[src/rtl/mem_pkg.sv]
// Shared definitions for the load/store path: RISC-V funct3 size codes,
// the access FSM state encoding and a size decode helper.
package mem_pkg;

    localparam logic [2:0] F3_B = 3'b000;
    localparam logic [2:0] F3_H = 3'b001;
    localparam logic [2:0] F3_W = 3'b010;
    localparam logic [2:0] F3_D = 3'b011;
    localparam int         F3_UNSIGNED_BIT = 2;

    typedef enum logic [1:0] {
        IDLE = 2'd0,
        BUSY = 2'd1,
        DONE = 2'd2
    } mem_state_t;

    // Access size in bytes from funct3[1:0]
    function automatic logic [3:0] f3_size(input logic [2:0] f3);
        return 4'd1 << f3[1:0];
    endfunction

endpackage

[src/rtl/mem_lane_align.sv]
// Byte-lane steering: builds lane enables and replicated store data, and
// extracts plus sign/zero-extends load data from a bus word.
module mem_lane_align
    import mem_pkg::*;
#(
    parameter  int DATA_W = 32,
    localparam int NB     = DATA_W / 8,
    localparam int OFF_W  = $clog2(NB)
) (
    input  logic [2:0]        funct3,
    input  logic [OFF_W-1:0]  off,
    input  logic [DATA_W-1:0] store_data,
    input  logic [DATA_W-1:0] rdata,
    output logic [NB-1:0]     byte_en,
    output logic [DATA_W-1:0] wdata,
    output logic [DATA_W-1:0] load_data
);

    logic [3:0]        size;
    logic [DATA_W-1:0] shifted;
    logic              sign;

    always_comb begin
        size    = f3_size(funct3);
        shifted = rdata >> (8 * int'(off));
        sign    = 1'b0;
        case (funct3[1:0])
            F3_B[1:0]: sign = shifted[7];
            F3_H[1:0]: sign = shifted[15];
            F3_W[1:0]: sign = shifted[31];
            F3_D[1:0]: sign = shifted[DATA_W-1];
            default:   sign = 1'b0;
        endcase
        if (funct3[F3_UNSIGNED_BIT]) begin
            sign = 1'b0;
        end
        byte_en   = '0;
        wdata     = '0;
        load_data = '0;
        // size is a power of two, so masking the lane index replicates the low bytes
        for (int i = 0; i < NB; i++) begin
            byte_en[i]          = (i >= int'(off)) && (i < int'(off) + int'(size));
            wdata[8*i +: 8]     = store_data[8*(i & (int'(size) - 1)) +: 8];
            load_data[8*i +: 8] = (i < int'(size)) ? shifted[8*i +: 8] : {8{sign}};
        end
    end

endmodule

[src/rtl/mem_access_unit.sv]
// Pipelined load/store stage: legality/alignment check, byte-lane memory port
// with ce/we/ack wait states and timeout, and extended load return.
module mem_access_unit
    import mem_pkg::*;
#(
    parameter  int DATA_W  = 32,
    parameter  int ADDR_W  = 32,
    parameter  int TIMEOUT = 16,
    localparam int NB      = DATA_W / 8
) (
    input  logic              clk,
    input  logic              rst_n,
    input  logic              read_mem,
    input  logic              write_mem,
    input  logic [2:0]        funct3,
    input  logic [ADDR_W-1:0] result,
    input  logic [DATA_W-1:0] store_data,
    output logic              ce,
    output logic              we,
    output logic [ADDR_W-1:0] data_addr,
    output logic [NB-1:0]     byte_en,
    output logic [DATA_W-1:0] wdata,
    input  logic [DATA_W-1:0] rdata,
    input  logic              ack,
    output logic              stall,
    output logic [DATA_W-1:0] load_data,
    output logic              load_valid,
    output logic              addr_fault,
    output logic              bus_err,
    output mem_state_t        state
);

    localparam int OFF_W = $clog2(NB);
    localparam int CNT_W = (TIMEOUT > 1) ? $clog2(TIMEOUT) : 1;

    mem_state_t        next_state;
    logic              req;
    logic              illegal;
    logic              misaligned;
    logic              accept;
    logic              fault;
    logic              finish_ok;
    logic              timeout;
    logic [3:0]        size;
    logic [OFF_W-1:0]  off;
    logic [OFF_W-1:0]  off_q;
    logic [OFF_W-1:0]  align_off;
    logic [2:0]        f3_q;
    logic [2:0]        align_f3;
    logic              is_load_q;
    logic [CNT_W-1:0]  wait_cnt;
    logic [NB-1:0]     lane_be;
    logic [DATA_W-1:0] lane_wdata;
    logic [DATA_W-1:0] lane_load;

    assign req        = read_mem | write_mem;
    assign off        = result[OFF_W-1:0];
    assign size       = f3_size(funct3);
    assign illegal    = (int'(size) > NB) || (funct3[F3_UNSIGNED_BIT] && (int'(size) == NB));
    assign misaligned = |(4'(off) & (size - 4'd1));

    // Store side uses the live request in IDLE; load side uses the captured access
    mem_lane_align #(.DATA_W(DATA_W)) u_align (
        .funct3     (align_f3),
        .off        (align_off),
        .store_data (store_data),
        .rdata      (rdata),
        .byte_en    (lane_be),
        .wdata      (lane_wdata),
        .load_data  (lane_load)
    );

    always_ff @(posedge clk or negedge rst_n) begin
        if (!rst_n) begin
            state <= IDLE;
        end else begin
            state <= next_state;
        end
    end

    always_comb begin
        next_state = state;
        stall      = 1'b0;
        accept     = 1'b0;
        fault      = 1'b0;
        finish_ok  = 1'b0;
        timeout    = 1'b0;
        align_f3   = f3_q;
        align_off  = off_q;
        unique case (state)
            IDLE: begin
                stall     = req;
                align_f3  = funct3;
                align_off = off;
                if (req) begin
                    if (illegal || misaligned) begin
                        fault      = 1'b1;
                        next_state = DONE;
                    end else begin
                        accept     = 1'b1;
                        next_state = BUSY;
                    end
                end
            end
            BUSY: begin
                stall = 1'b1;
                if (ack) begin
                    finish_ok  = 1'b1;
                    next_state = DONE;
                end else if (wait_cnt == CNT_W'(TIMEOUT - 1)) begin
                    timeout    = 1'b1;
                    next_state = DONE;
                end
            end
            DONE:    next_state = IDLE;
            default: next_state = IDLE;
        endcase
        // A held request must not stall the pipeline while reset is asserted
        if (!rst_n) begin
            stall = 1'b0;
        end
    end

    always_ff @(posedge clk or negedge rst_n) begin
        if (!rst_n) begin
            ce         <= 1'b0;
            we         <= 1'b0;
            data_addr  <= '0;
            byte_en    <= '0;
            wdata      <= '0;
            load_data  <= '0;
            load_valid <= 1'b0;
            addr_fault <= 1'b0;
            bus_err    <= 1'b0;
            f3_q       <= '0;
            off_q      <= '0;
            is_load_q  <= 1'b0;
            wait_cnt   <= '0;
        end else begin
            load_valid <= 1'b0;
            addr_fault <= 1'b0;
            bus_err    <= 1'b0;
            if (fault) begin
                addr_fault <= 1'b1;
            end
            if (accept) begin
                ce        <= 1'b1;
                we        <= write_mem & ~read_mem;
                data_addr <= {result[ADDR_W-1:OFF_W], {OFF_W{1'b0}}};
                byte_en   <= lane_be;
                wdata     <= lane_wdata;
                f3_q      <= funct3;
                off_q     <= off;
                is_load_q <= read_mem;
                wait_cnt  <= '0;
            end
            if ((state == BUSY) && !ack && !timeout) begin
                wait_cnt <= wait_cnt + 1'b1;
            end
            if (finish_ok || timeout) begin
                ce      <= 1'b0;
                we      <= 1'b0;
                byte_en <= '0;
            end
            if (finish_ok && is_load_q) begin
                load_data  <= lane_load;
                load_valid <= 1'b1;
            end
            if (timeout) begin
                bus_err   <= 1'b1;
                load_data <= '0;
            end
        end
    end

endmodule

[config.mk]
export PLATFORM = sky130hd
export DESIGN_NAME = mem_access_unit
export DESIGN_NICKNAME = d
export VERILOG_FILES = /design/src/rtl/mem_pkg.sv /design/src/rtl/mem_lane_align.sv /design/src/rtl/mem_access_unit.sv
export SDC_FILE = /design/constraint.sdc
export NUM_CORES = 1
export LEC_CHECK = 0
export CAP_MARGIN = 20
export CORE_MARGIN = 10
export CORE_UTILIZATION = 50
export CTS_CLUSTER_DIAMETER = 100
export DETAILED_ROUTE_END_ITERATION = 6
export DONT_BUFFER_PORTS = 1
export PLACE_DENSITY = 0.76
export SYNTH_ARGS = -nofsm -noshare
export SYNTH_HDL_FRONTEND = slang
export SYNTH_SLANG_ARGS = --single-unit
export TNS_END_PERCENT = 50
[constraint.sdc]
create_clock -name clk -period 4.45 [get_ports clk]
set_input_delay 0.6675 -clock clk [delete_from_list [all_inputs] [get_ports clk]]
set_output_delay 0.6675 -clock clk [all_outputs]
set_load 0.01 [all_outputs]
## Yosys cells after proc, flatten, opt, wreduce, memory -nomap -nowiden

Index checks and enable logic that the tools add are counted.

- $lt $le $gt $ge: 12
- Reductions and logical operators: 20
- Bitwise logic cells: 4
- Add/subtract/negate cells: 4
- Mux-type cells: 39
- Eq/ne operators: 8
- Shift operators: 6

Operators by type and width:

| operator | number |
|---|---|
| $lt A3 B32 Y1 const A | 2 |
| $mux W32 | 2 |
| $shiftx A32 B6 Y8 | 2 |
| $lt A1 B32 Y1 const A | 1 |
| $lt A2 B32 Y1 const A | 1 |
| $mux W8 | 4 |
| $shiftx A32 B5 Y8 | 1 |
| $shr A32 B5 Y32 | 1 |
| $mux W1 | 20 |
| $mux W4 | 4 |
| $mux W2 | 5 |
| $eq A4 B4 Y1 const B | 2 |
| $lt A1 B4 Y1 const A | 2 |
| $lt A2 B4 Y1 const A | 2 |
| $shl A1 B2 Y4 const A | 2 |
| $logic_and A1 B1 Y1 | 7 |
| $reduce_bool A2 Y1 | 3 |
| $add A2 B4 Y5 | 1 |
| $add A4 B1 Y4 const B | 1 |
| $and A2 B4 Y4 | 1 |
| $eq A2 B1 Y1 const B | 2 |
| $eq A2 B2 Y1 const B | 2 |
| $ge A1 B2 Y1 const A | 2 |
| $gt A4 B3 Y1 const B | 1 |
| 18 further kinds | 22 |

- Input bits: 104
- Flip-flop bits (word level): 115
- Output and inout bits: 108

## Longest topological paths before layout

- Depth in word-level cells: 10
- Gate-level depth with buffers: 11
- Mapped depth without buffers: 10

## Hierarchy

A second synthesis with hierarchy kept.

- Cells, all modules: 524
- Area, all modules: 5934.4 µm²

Modules (own cells, without submodules):

| module | cells each | instances | area an instance (µm²) |
|---|---|---|---|
| mem_access_unit | 332 | 1 | 4620.7 |
| mem_lane_align | 192 | 1 | 1313.8 |

## Least setup slack after synthesis

Ideal clock, no wire load.

- Path type: input to register
- From: input funct3[0]
- To: register byte_en[1]
- Stages on the path: 10
- Data arrival time: 2.383 ns
- Required time: 4.320 ns
- Slack: 1.937 ns
- Library setup time: 0.130 ns
- Path buffers: 0
- Cell sequence: or4_1 > o31a_2 > inv_2 > ha_1 > fa_1 > inv_1 > a211oi_1 > a31oi_1 > o211ai_1 > o21ai_0

- Cells in the longest elaborated chain, start to end: 9
- Elaborated cells on any way between the ends: 20

Ends and longest elaborated chain:

| item | line | source |
|---|---|---|
| start: declaration | mem_access_unit.sv:15 | `input logic [2:0] funct3,` |
| branches (longest 9 deep; another with $lt A2 B32 Y1) | -- |  |
| end signal: assignment | mem_access_unit.sv:150 | `byte_en <= lane_be;` |
| end: declaration | mem_access_unit.sv:21 | `output logic [NB-1:0] byte_en,` |

Parallel ways; which one is timed is not known. The select of a mux whose other input is x is not followed.
A chain may end at the register's enable or synchronous reset.

## Worst setup path in the final report

- From: register state[1]
- To: register byte_en[1]

- Cells in the longest elaborated chain, start to end: 8
- Elaborated cells on any way between the ends: 16

Ends and longest elaborated chain:

| item | line | source |
|---|---|---|
| start: declaration | mem_access_unit.sv:30 | `output mem_state_t state` |
| start signal: assignment | mem_access_unit.sv:77 | `state <= next_state;` |
| $logic_not A2 Y1 | mem_access_unit.sv:90 | `unique case (state)` |
| $mux W3 | mem_access_unit.sv:90 |  |
| $shl A1 B2 Y4 | mem_pkg.sv:19 | `return 4'd1 << f3[1:0];` |
| $add A2 B4 Y5 | mem_lane_align.sv:42 | `byte_en[i] = (i >= int'(off)) && (i < int'(off) + int'(size));` |
| $lt A2 B32 Y1 | mem_lane_align.sv:42 |  |
| $logic_and A1 B1 Y1 | mem_lane_align.sv:42 |  |
| $mux W4 | mem_access_unit.sv:146 | `if (accept) begin` |
| $mux W4 | mem_access_unit.sv:160 | `if (finish_ok \|\| timeout) begin` |

Several ways; a longest one is shown, not always the timed one. The select of a mux whose other input is x is not followed.

==> impl_results.md <==
* Outcome: complete, no violations
* Die H at 125 um
* Share of layout cells above drive strength 1 at between 10 and 15%
* Min cycle time layout at 2950 ps
* Pwr Density at 811 nW/um^2
* Most frequent cells in the layout: nand2_1, dfrtp_1, o21ai_0
* CP endpoint kind: flop
* Core area at 10,800 sq um
* Postcts setup bufs at 0
* Drt initial violations at 306
* Total global routing overflow at 0
* Largest net degree at the start of global routing at 116
* # Max-Cap Violations at 0
* Part of the cycle the worst path needs at 66.3%
* CP Class: reg2reg
* Crit-path max FO at 17
* Worst-Margin Slew at 810 ps
* Ports at 212
* CP Launch Type: flop
* CTS root buf: clkbuf_8
* First-pass GRT wire length at between 20,000 and 30,000 um
* Worst VDD drop at between 0.3 and 0.4 mV
* RSZ-0062 raised after global routing: false
* Clock Latency Late Sink at approximately 510 ps
* Worst slew margin at a little under half
* CTS Buffer Depth at 2
* Antenna violations before repair at 1
* Commonest non-fill, non-tap cell in the layout: nand2_1
* Highest clock rate at around 340 MHz
* DRC errors left at 0
* Post-Synthesis Cell Area at roughly 5600 sq um
* Synthesis-to-finish area growth at 10.7%
* Via count at ~4.4k
* Syn Inst Count at 583
* Syn Area/Cell at 9.53 sq um
* Design area at 6150 sq um
* Max layer used: met5
* Arr. time, crit path at 3320 ps
* Global placement routability congestion at approximately 0.9
* Detailed Route WL at 16,300 um
* Starting density of the core at 51.2%
* Register area share after synthesis at 51.8%
* GRT Total Usage at between 20% and 30%
* Total clock sinks at 115
* Pins Over Slew Limit at 0
* Vias in the first global route at 4,418
* Vias per inst at just over 6
* WL/cell at 22.4 um
* Routed Antenna Nets at 0
* Clk slew on worst S/H paths at 60 ps
* # setup viols final at 0
* Worst Skew at 12.0 ps
* I/O Buffers at 0
* Leading register cell type out of synthesis: dfrtp_1
* Die footprint at 15,700 sq um
* Worst EP required at 4820 ps
* Fillers at 936
* Met3 WL at 2290 um
* Register bit total from synthesis at about 120
* Final HPWL from detailed placement at 11,900 um
* Nets@finish at just under 700
* DIE WIDTH at 125 um
* Leak at ~3.0 nW
* Number of unique standard cell types used by synthesis at 56
* TritonCTS clock tree: built
* Final hold vios at 0
* Warnings from Yosys at 0
* Core Util, Final at 56.7%
* 1st-pass router iterations at 5
* Number of antenna diodes at 0
* CTS buffer count at 17
* FP Rows at 38
* Placed cell areas at 5560 sq um
* Post-synth EDFFs at 0
* Met1 wire length at 5910 um
* H-tree depth at 4
* Asr flop ratio synth at 100%
* Setup Total Neg Slack at 0 ps
* Met2 WL at 7690 um
* Worst hold path class: in2async
==> power breakdown <==
part | internal [W] | switching [W] | total (W)
combinational | 0.000626 | 0.000968 | 0.00159
sequential | 0.00151 | 0.000640 | 0.00215
clock | 0.000741 | 0.000502 | 0.00124
==> worst max-delay path, stage by stage, from the launching register on <==
cell,delay (ps)
dfrtp_1,590
o21a_1,330
nor2_4,450
inv_2,180
ha_1,280
fa_1,390
a211oi_1,200
a31oi_1,100
o211ai_1,190
o21ai_0,100
==> cells by family after synthesis <==
group	synth area share, %
AND/OR/NAND/NOR	18.6
AO/OA/AOI/OAI	17.2
flip-flops	51.8
buffers and inverters	4.51
multiplexers	6.67
adder cells (fa/ha/maj)	1.04
other	0.0675
XOR/XNOR	0.158
==> Yosys cell counts (5+ instances only) <==
cell type | count | area share, %
a211oi_1 | 11 | 1.5
a21o_1 | 10 | 1.4
a22oi_1 | 8 | 1.1
a2bb2oi_1 | 7 | 1.1
a31oi_1 | 18 | 2.0
and3_1 | 10 | 1.1
buf_2 | 17 | 1.5
buf_6 | 5 | 1.0
clkbuf_1 | 10 | 0.68
dfrtp_1 | 115 | 52
inv_1 | 8 | 0.54
mux2_2 | 8 | 1.6
mux2i_1 | 28 | 5.0
nand2_1 | 170 | 11
nand3_1 | 13 | 1.2
nor2_1 | 29 | 2.0
nor3_1 | 6 | 0.54
o211ai_1 | 9 | 1.2
o21ai_0 | 36 | 3.2
o21ai_1 | 10 | 0.90
==> state kept, by name (all words and copies together), names as in the netlist, 2 cells and up <==
register,flops
wdata,32
off_q,2
load_data,32
data_addr,30
byte_en,4
f3_q,3
state,2
wait_cnt,4
==> layout make-up <==
type	instances	area [sq um]	share of cell area, %
Clock inverter	14	133	2.16
Sequential cell	115	2880	46.8
Clock buffer	17	414	6.73
Multi-Input combinational cell	422	2440	39.6
Tap cell	140	175	2.85
Inverter	11	41.3	0.671
Timing Repair Buffer	6	72.6	1.18
==> routing by layer <==
layer,vias up,track usage (%)
met1,2143,22.3
met4,2,7.86
li1,2006,-
met2,244,31.5
met3,29,11.9
met5,-,0
==> final timing paths <==
check                         startpoint             to  slack (ps)  depth (start not counted)
min                                rst_n     byte_en[0]         100                          1
min reg2reg                      f3_q[0]        f3_q[0]         520                          2
max reg2reg                     state[1]     byte_en[1]        1500                          9
min in group clk           store_data[5]       wdata[5]         260                          2
max in group asynchronous          rst_n  data_addr[29]        3920                          1
max                             state[1]     byte_en[1]        1500                          9
==> through the flow <==
step / setup WS, ps / hold slack, ps / total power, W / std cells
after floorplan: 1940 / 372 / 0.00334 / 584
after CTS: 1500 / 118 / 0.00501 / 724
after global placement: 1620 / 377 / 0.00364 / 692
after global routing: 1280 / 119 / 0.00533 / 725
final: 1500 / 104 / 0.00499 / 725
after detailed placement: 1510 / 375 / 0.00372 / 692
==> what timing repair did <==
action	CTS	global route
endpoints found under the hold margin	115	0
resized for setup	0	0
hold buffers	1	0
No activity file was read; power rests on OpenSTA's default activity.
